**config.mk**
```make
export PLATFORM = sky130hd
export DESIGN_NAME = timer
export DESIGN_NICKNAME = d
export VERILOG_FILES = /design/src/rtl/timer.sv
export SDC_FILE = /design/constraint.sdc
export NUM_CORES = 1
export LEC_CHECK = 0
export BUFFER_PORTS_ARGS = -buffer_cell sky130_fd_sc_hd__buf_2
export CELL_PAD_IN_SITES_DETAIL_PLACEMENT = 0
export CELL_PAD_IN_SITES_GLOBAL_PLACEMENT = 1
export CORE_MARGIN = 2
export CORE_UTILIZATION = 30
export DETAILED_ROUTE_END_ITERATION = 12
export GPL_ROUTABILITY_DRIVEN = 0
export PLACE_DENSITY_LB_ADDON = 0.1
export SLEW_MARGIN = 10
export SYNTH_ARGS = -nofsm -noshare
export SYNTH_HDL_FRONTEND = slang
export SYNTH_SLANG_ARGS = --single-unit
```
**constraint.sdc**
```tcl
create_clock -name clk -period 2.44 [get_ports clk]
set_input_delay 0.488 -clock clk [delete_from_list [all_inputs] [get_ports clk]]
set_output_delay 0.488 -clock clk [all_outputs]
set_load 0.02 [all_outputs]
```
**src/rtl/timer.sv**
```systemverilog
`default_nettype none
`timescale 1ns/1ps
// ============================================================================
//  Module   : timer
//  Purpose  : Memory-mapped 32-bit timer/compare peripheral with a prescaler,
//             sticky match flag and level interrupt. Defining TIMER_CAPTURE_EN
//             adds the cap_in capture input and the CAP register.
//  Revision : 1.0 - initial release
// ============================================================================
module timer #(
    parameter int          PRESC_W     = 16,
    parameter int unsigned RESET_PRESC = 0
) (
    input  logic        clk,
    input  logic        rst_n,
    input  logic [4:0]  addr,
    input  logic        ren,
    output logic [31:0] rdata,
    output logic        rd_valid,
    input  logic        wen,
    input  logic [31:0] wdata,
    input  logic [3:0]  wmask,
`ifdef TIMER_CAPTURE_EN
    input  logic        cap_in,
`endif
    output logic        irq
);

    localparam logic [2:0] REG_CTRL   = 3'd0;
    localparam logic [2:0] REG_PRESC  = 3'd1;
    localparam logic [2:0] REG_COUNT  = 3'd2;
    localparam logic [2:0] REG_CMP    = 3'd3;
    localparam logic [2:0] REG_STATUS = 3'd4;
    localparam logic [2:0] REG_CAP    = 3'd5;

    function automatic logic [31:0] merge_bytes(input logic [31:0] old_v,
                                                input logic [31:0] new_v,
                                                input logic [3:0]  mask);
        logic [31:0] res;
        for (int b = 0; b < 4; b++) begin
            res[8*b +: 8] = mask[b] ? new_v[8*b +: 8] : old_v[8*b +: 8];
        end
        return res;
    endfunction

    logic [2:0]         ctrl_q,  ctrl_d;
    logic [PRESC_W-1:0] presc_q, presc_d;
    logic [PRESC_W-1:0] pcnt_q,  pcnt_d;
    logic [31:0]        count_q, count_d;
    logic [31:0]        cmp_q,   cmp_d;
    logic               match_q, match_d;
    logic [31:0]        rdata_q, rdata_d;
    logic               rd_valid_q;
    logic               irq_q,   irq_d;

    logic        tick;
    logic        match_evt;
    logic        wr_ctrl, wr_presc, wr_count, wr_cmp, wr_status;
    logic        status_clr0;
    logic        capt_flag;
    logic [31:0] cap_val;
    logic [31:0] rd_mux;
    logic        unused_addr;

    assign unused_addr = ^addr[1:0];

`ifdef TIMER_CAPTURE_EN
    logic        sync1_q, sync2_q, sync3_q;
    logic [31:0] cap_q, cap_d;
    logic        capt_q, capt_d;
    logic        cap_rise;

    assign cap_rise  = sync2_q & ~sync3_q;
    assign capt_flag = capt_q;
    assign cap_val   = cap_q;

    always_comb begin
        cap_d  = cap_rise ? count_q : cap_q;
        capt_d = capt_q;
        if (wr_status && wmask[0] && wdata[1]) begin
            capt_d = 1'b0;
        end
        if (cap_rise) begin
            capt_d = 1'b1;
        end
    end

    always_ff @(posedge clk) begin
        if (!rst_n) begin
            sync1_q <= 1'b0;
            sync2_q <= 1'b0;
            sync3_q <= 1'b0;
            cap_q   <= '0;
            capt_q  <= 1'b0;
        end else begin
            sync1_q <= cap_in;
            sync2_q <= sync1_q;
            sync3_q <= sync2_q;
            cap_q   <= cap_d;
            capt_q  <= capt_d;
        end
    end
`else
    assign capt_flag = 1'b0;
    assign cap_val   = '0;
`endif

    always_comb begin
        wr_ctrl     = wen && (addr[4:2] == REG_CTRL);
        wr_presc    = wen && (addr[4:2] == REG_PRESC);
        wr_count    = wen && (addr[4:2] == REG_COUNT);
        wr_cmp      = wen && (addr[4:2] == REG_CMP);
        wr_status   = wen && (addr[4:2] == REG_STATUS);
        status_clr0 = wr_status && wmask[0] && wdata[0];

        tick      = ctrl_q[0] && (pcnt_q == presc_q);
        match_evt = tick && (count_q == cmp_q);

        ctrl_d = ctrl_q;
        if (wr_ctrl) begin
            ctrl_d = 3'(merge_bytes({29'b0, ctrl_q}, wdata, wmask));
        end

        presc_d = presc_q;
        if (wr_presc) begin
            presc_d = PRESC_W'(merge_bytes(32'(presc_q), wdata, wmask));
        end

        if (!ctrl_q[0] || wr_presc || tick) begin
            pcnt_d = '0;
        end else begin
            pcnt_d = pcnt_q + 1'b1;
        end

        // A software write to COUNT overrides any tick in the same cycle.
        count_d = count_q;
        if (tick) begin
            count_d = (match_evt && ctrl_q[1]) ? 32'd0 : count_q + 32'd1;
        end
        if (wr_count) begin
            count_d = merge_bytes(count_q, wdata, wmask);
        end

        cmp_d = cmp_q;
        if (wr_cmp) begin
            cmp_d = merge_bytes(cmp_q, wdata, wmask);
        end

        match_d = match_q;
        if (status_clr0) begin
            match_d = 1'b0;
        end
        if (match_evt) begin
            match_d = 1'b1;
        end

        irq_d = (match_q | capt_flag) & ctrl_q[2];
    end

    always_comb begin
        rd_mux = '0;
        case (addr[4:2])
            REG_CTRL:   rd_mux = {29'b0, ctrl_q};
            REG_PRESC:  rd_mux = 32'(presc_q);
            REG_COUNT:  rd_mux = count_q;
            REG_CMP:    rd_mux = cmp_q;
            REG_STATUS: rd_mux = {30'b0, capt_flag, match_q};
            REG_CAP:    rd_mux = cap_val;
            default:    rd_mux = '0;
        endcase
        rdata_d = ren ? rd_mux : rdata_q;
    end

    always_ff @(posedge clk) begin
        if (!rst_n) begin
            ctrl_q     <= '0;
            presc_q    <= PRESC_W'(RESET_PRESC);
            pcnt_q     <= '0;
            count_q    <= '0;
            cmp_q      <= '1;
            match_q    <= 1'b0;
            rdata_q    <= '0;
            rd_valid_q <= 1'b0;
            irq_q      <= 1'b0;
        end else begin
            ctrl_q     <= ctrl_d;
            presc_q    <= presc_d;
            pcnt_q     <= pcnt_d;
            count_q    <= count_d;
            cmp_q      <= cmp_d;
            match_q    <= match_d;
            rdata_q    <= rdata_d;
            rd_valid_q <= ren;
            irq_q      <= irq_d;
        end
    end

    assign rdata    = rdata_q;
    assign rd_valid = rd_valid_q;
    assign irq      = irq_q;

endmodule
`default_nettype wire

```
# Word-level counts from Yosys, hierarchy flattened
# Index checks and enable logic that the tools add are counted.
[totals] word_cells=68 reg_bits=134 input_bits=45
[op_classes] n_mux=10 addsub=2 bitwise_logic=2 n_reduce_logical=28 eq_ne=10
[ops] operator="$pmux W32 S5" n=1
[ops] operator="$mux W32" n=3
[ops] operator="$add A32 B1 Y32 const B" n=1
[ops] operator="$eq A32 B32 Y1" n=1
[ops] operator="$mux W8" n=4
[ops] operator="$reduce_and A2 Y1" n=11
[ops] operator="$add A16 B1 Y16 const B" n=1
[ops] operator="$eq A16 B16 Y1" n=1
[ops] operator="$logic_and A1 B1 Y1" n=10
[ops] operator="$ne A2 B2 Y1 const B" n=4
[ops] operator="$eq A3 B2 Y1 const B" n=2
[ops] operator="$reduce_bool A2 Y1" n=2
[ops] operator="$eq A3 B1 Y1 const B" n=1
[ops] operator="$eq A3 B3 Y1 const B" n=1
[ops] operator="$logic_not A3 Y1" n=1
[ops] operator="$logic_or A1 B1 Y1" n=2
[ops] operator="$mux W1" n=2
[ops] operator="$reduce_or A2 Y1" n=1
[ops] operator="$and A1 B1 Y1" n=1
[ops] operator="$logic_not A1 Y1" n=1
[ops] operator="$not A1 Y1" n=1

# Depth between registers and ports, before layout
[logic_depth] ltp_word=7 depth_mapped=9 ltp_nobuf=8

# Worst setup path before layout
# No wires, ideal clock.
[synth_path] path_type="flip-flop to flip-flop" startpoint="register pcnt_q[2]" endpoint="register count_q[31]" stages_incl_launch_ff=9 t_arrival_ns=2.081 path_slack_ns=0.241 synth_period_minus_slack_ns=2.199 path_cell_list="dfxtp_1 > xor2_1 > nor4_2 > nand4_2 > or4_4 > nand2_4 > buf_12 > a21oi_2 > o221a_1"
[synth_via] elab_chain_len=7 word_cells_on_any_way=9 classes_between="eq/ne (1); mux (3); reduce/logical (5)"
[synth_lines] item="start, declared" line="48" text="logic [PRESC_W-1:0] pcnt_q, pcnt_d;"
[synth_lines] item="start signal, assigned" line="188" text="pcnt_q <= pcnt_d;"
[synth_lines] item="$eq A16 B16 Y1 (*)" line="116" text="tick = ctrl_q[0] && (pcnt_q == presc_q);"
[synth_lines] item="$logic_and A1 B1 Y1 (*)" line="116"
[synth_lines] item="$logic_and A1 B1 Y1" line="117" text="match_evt = tick && (count_q == cmp_q);"
[synth_lines] item="$logic_and A1 B1 Y1" line="138" text="count_d = (match_evt && ctrl_q[1]) ? 32'd0 : count_q + 32'd1;"
[synth_lines] item="$mux W32" line="138"
[synth_lines] item="$mux W32" line="137" text="if (tick) begin"
[synth_lines] item="$mux W32" line="140" text="if (wr_count) begin"
[synth_lines] item="end signal, assigned" line="189" text="count_q <= count_d;"
[synth_lines] item="end, declared" line="49" text="logic [31:0] count_q, count_d;"
# Every way passes the cells marked *; elsewhere a longest branch is shown, timed or not. The select of a mux whose other input is x is not followed.
# A chain may end at the register's enable or synchronous reset.

# Worst setup path after layout
[layout_path] startpoint="register cmp_q[19]" endpoint="register count_q[4]"
[layout_via] elab_chain_len=6
[layout_lines] item="start, declared" line="50" text="logic [31:0] cmp_q, cmp_d;"
[layout_lines] item="start signal, assigned" line="190" text="cmp_q <= cmp_d;"
[layout_lines] item="$eq A32 B32 Y1" line="117"
[layout_lines] item="$logic_and A1 B1 Y1" line="117"
[layout_lines] item="$logic_and A1 B1 Y1" line="138"
[layout_lines] item="$mux W32" line="138"
[layout_lines] item="$mux W32" line="137"
[layout_lines] item="$mux W32" line="140"
# No other way between the ends. The select of a mux whose other input is x is not followed.

==> impl_results.md <==
- Status: finished clean
- Crit share post-route: 0.971
- Post-synth top area share: 0.389
- CP max FO: 6
- Buf/Inv on CP: 2
- Final nets: roughly 1100
- Final Power: 0.00554 W
- CTS H-tree depth: 4
- Cell accounting for the most synthesized area: dfxtp_1
- Grt ovf: 0
- Antenna violations before repair: 1
- First-pass GRT wire length: 39400 um
- Share of cells above drive strength 1: 0.273
- Ys Warns: 0
- Clock sink count: 134
- Area Growth Syn to Fin: 31.7%
- Post-route cell area: 9090 um2
- Core ar.: 22600 um2
- Synth area leaders: dfxtp_1, xor2_1, nor2_1, nand2_1, mux2i_1
- Fin Clk Skew: 0.0144 ns
- Syn_nets: 903
- Antenna Nets Post-Route: 0
- Measured slew at the worst slew-check pin: 0.558 ns
- Syn avg cell area: 8.07 um2
- DP HPWL: 19100 um
- Leak pwr: 4.08 nW
- Max frequency: roughly 420 MHz
- Wire per inst: 19.0 um
- Final Critical Period: 2.37 ns
- First-pass detailed-route iteration total: 5
- DIE HEIGHT: 156 um
- Post-CTS Hold Buffers: 0
- Placement Setup Slack: -0.0300 ns
- Tot GR Track Use: 0.214
- Predominant post-synthesis flop cell: dfxtp_1
- Setup WS post-layout: roughly 0.072 ns
- Worst setup path category: reg -> reg
- Relative slew margins: 0.628
- Via count of the routed design: 6707
- EDFF count, synth: 0
- Vias/cell: 5.05
- Root Driver: clkbuf_16
- Leading cell type in the layout, fill and taps excluded: dfxtp_1
- Clk_lat worst skew: roughly 0.43 ns
- Die width: 156 um
- Clk buf depth: 2
- CTS buffer count: 17
- Unrepaired setup endpoints after global routing: true
- Vias in the first global route: 6736
- Die ar.: 24200 um2
- Worst path required time: 2.73 ns
- Startpoint types: flop
- Top cell family by delay on the critical path: simple AND/OR/NAND/NOR gates
- Clock Pin Slew Worst Setup and Hold Paths: roughly 0.070 ns
- Async S/R FF share, synth: 0
- Register area share after synthesis: 0.389
- Cell chain of the critical path: xor2_2 -> nor4_2 -> buf_4 -> nand4_1 -> or4_4 -> nand2_8 -> buf_6 -> o22ai_1 -> nor3b_1
- Commonest cells after routing, fill and taps aside: dfxtp_1, nor2_1, buf_4
- Fin. max-slew vios: 0
- Fin. Hold Viols: 0
- FP Rows: 55
- Area after DPL: 8410 um2
- Max-cap violations: 0
- Io pins: 79
- Final setup violation count: 0
- Hold Path Class: in -> reg
- Final WL: ~25000 um
- Initial Util: 0.305
- Port buffer count: 76
- Arrival time at the worst endpoint: 2.66 ns
- Post-Syn Area: 6900 um2
- Worst vdd ir: 0.409 mV
- Max incr delay on CP: 0.64 ns
- Largest net degree at the start of global routing: 32
- DRC Markers: 0
- CTS tree: yes
- CP endpoint kind: flop
- Power Density: 609 nW/um2
- Distinct cells, synth: 68
- Iter 0 DRT Violations: 488
- Syn Inst Count: roughly 860
- Critical path's slowest cell: or4_4
- Yosys reg bits: 134
-- path summary, 6_finish.rpt --
path	startpoint	end	slack, ns	depth (start not counted)
worst max-delay path	cmp_q[19]$_SDFFE_PN1P_	count_q[4]$_SDFFE_PN0P_	0.07	9
worst max register to register	cmp_q[19]$_SDFFE_PN1P_	count_q[4]$_SDFFE_PN0P_	0.07	9
worst min-delay path	wdata[27]	cmp_q[27]$_SDFFE_PN1P_	0.28	3
worst min register to register	rdata[1]$_SDFFE_PN0P_	rdata[1]$_SDFFE_PN0P_	0.47	2
-- sequential cells by signal, indices dropped and copies added, names as in the netlist --
register	count
ctrl_q	3
irq	1
match_q	1
rd_valid	1
cmp_q	32
count_q	32
presc_q	16
pcnt_q	16
rdata	32
-- Yosys cell counts (all sizes together) (8+ instances only) --
| library cell | number |
|---|---|
| buf | 13 |
| a22oi | 19 |
| mux2i | 41 |
| mux2 | 13 |
| o22ai | 12 |
| nor4 | 15 |
| and2 | 8 |
| a21oi | 64 |
| dfxtp | 134 |
| nor2 | 131 |
| nand3 | 59 |
| clkbuf | 39 |
| nand2 | 118 |
| nand4 | 9 |
| o21ai | 20 |
| xor2 | 57 |
| nor3 | 9 |
| and3 | 14 |
-- layer usage --
layer / up-vias / GRT usage / part of all wire
met4: 0 / 0.0699 / 0.020
met3: 32 / 0.0422 / 0.043
met1: 3158 / 0.279 / 0.46
met5: - / 0 / 0
met2: 171 / 0.355 / 0.47
li1: 3346 / - / -
-- repair_timing --
| action | in CTS | in global routing |
|---|---|---|
| resized for setup | 2 | 19 |
| endpoints found under the setup margin | 16 | 31 |
| buffers inserted | 0 | 0 |
| hold endpoints to repair | 0 | 0 |
| pin swaps | 4 | 13 |
-- final cells by class --
cell class / count / area (um2)
antenna: 1 / 2.50
clock buffer: 18 / 439
clock inverter: 14 / 148
fill: 2373 / 13500
inverter: 5 / 18.8
multi-input combinational: 664 / 4030
sequential: 134 / 2690
tap: 285 / 357
timing repair buffer: 207 / 1420
-- power breakdown --
part | switching (W) | internal [W] | total, W | leakage, nW
clock network | 0.00110 | 0.00154 | 0.00264 | 0.287
registers | 0.0000400 | 0.00224 | 0.00229 | 1.09
logic | 0.000363 | 0.000253 | 0.000616 | 2.70
-- cells by family after synthesis --
logic type               Yosys count  share of synthesized area
multiplexers                      56                     0.0872
XOR/XNOR                          62                     0.0787
AO/OA/AOI/OAI                    153                      0.141
adder cells (fa/ha/maj)            2                    0.00362
AND/OR/NAND/NOR                  391                      0.262
buffers and inverters             58                     0.0391
flip-flops                       134                      0.389
-- worst register-to-register path, cell delays in order (launching register included) --
cell,delay (ns)
dfxtp_2,0.34
xor2_2,0.18
nor4_2,0.28
buf_4,0.17
nand4_1,0.15
or4_4,0.64
nand2_8,0.13
buf_6,0.13
o22ai_1,0.08
nor3b_1,0.14
-- metrics by stage --
| stage | hold WS [ns] | setup TNS, ns | utilization | instances |
|---|---|---|---|---|
| 2_1_floorplan | 0.458 | 0 | - | 856 |
| 3_3_place_gp | 0.463 | -0.0198 | 0.371 | 1295 |
| 3_5_place_dp | 0.458 | -0.110 | 0.371 | 1295 |
| 4_1_cts | 0.275 | 0 | 0.398 | 1327 |
| 5_1_grt | 0.305 | -0.0358 | 0.402 | 1327 |
| 6_report | 0.279 | 0 | 0.402 | 1328 |
Power figures use the tool's default switching activity.
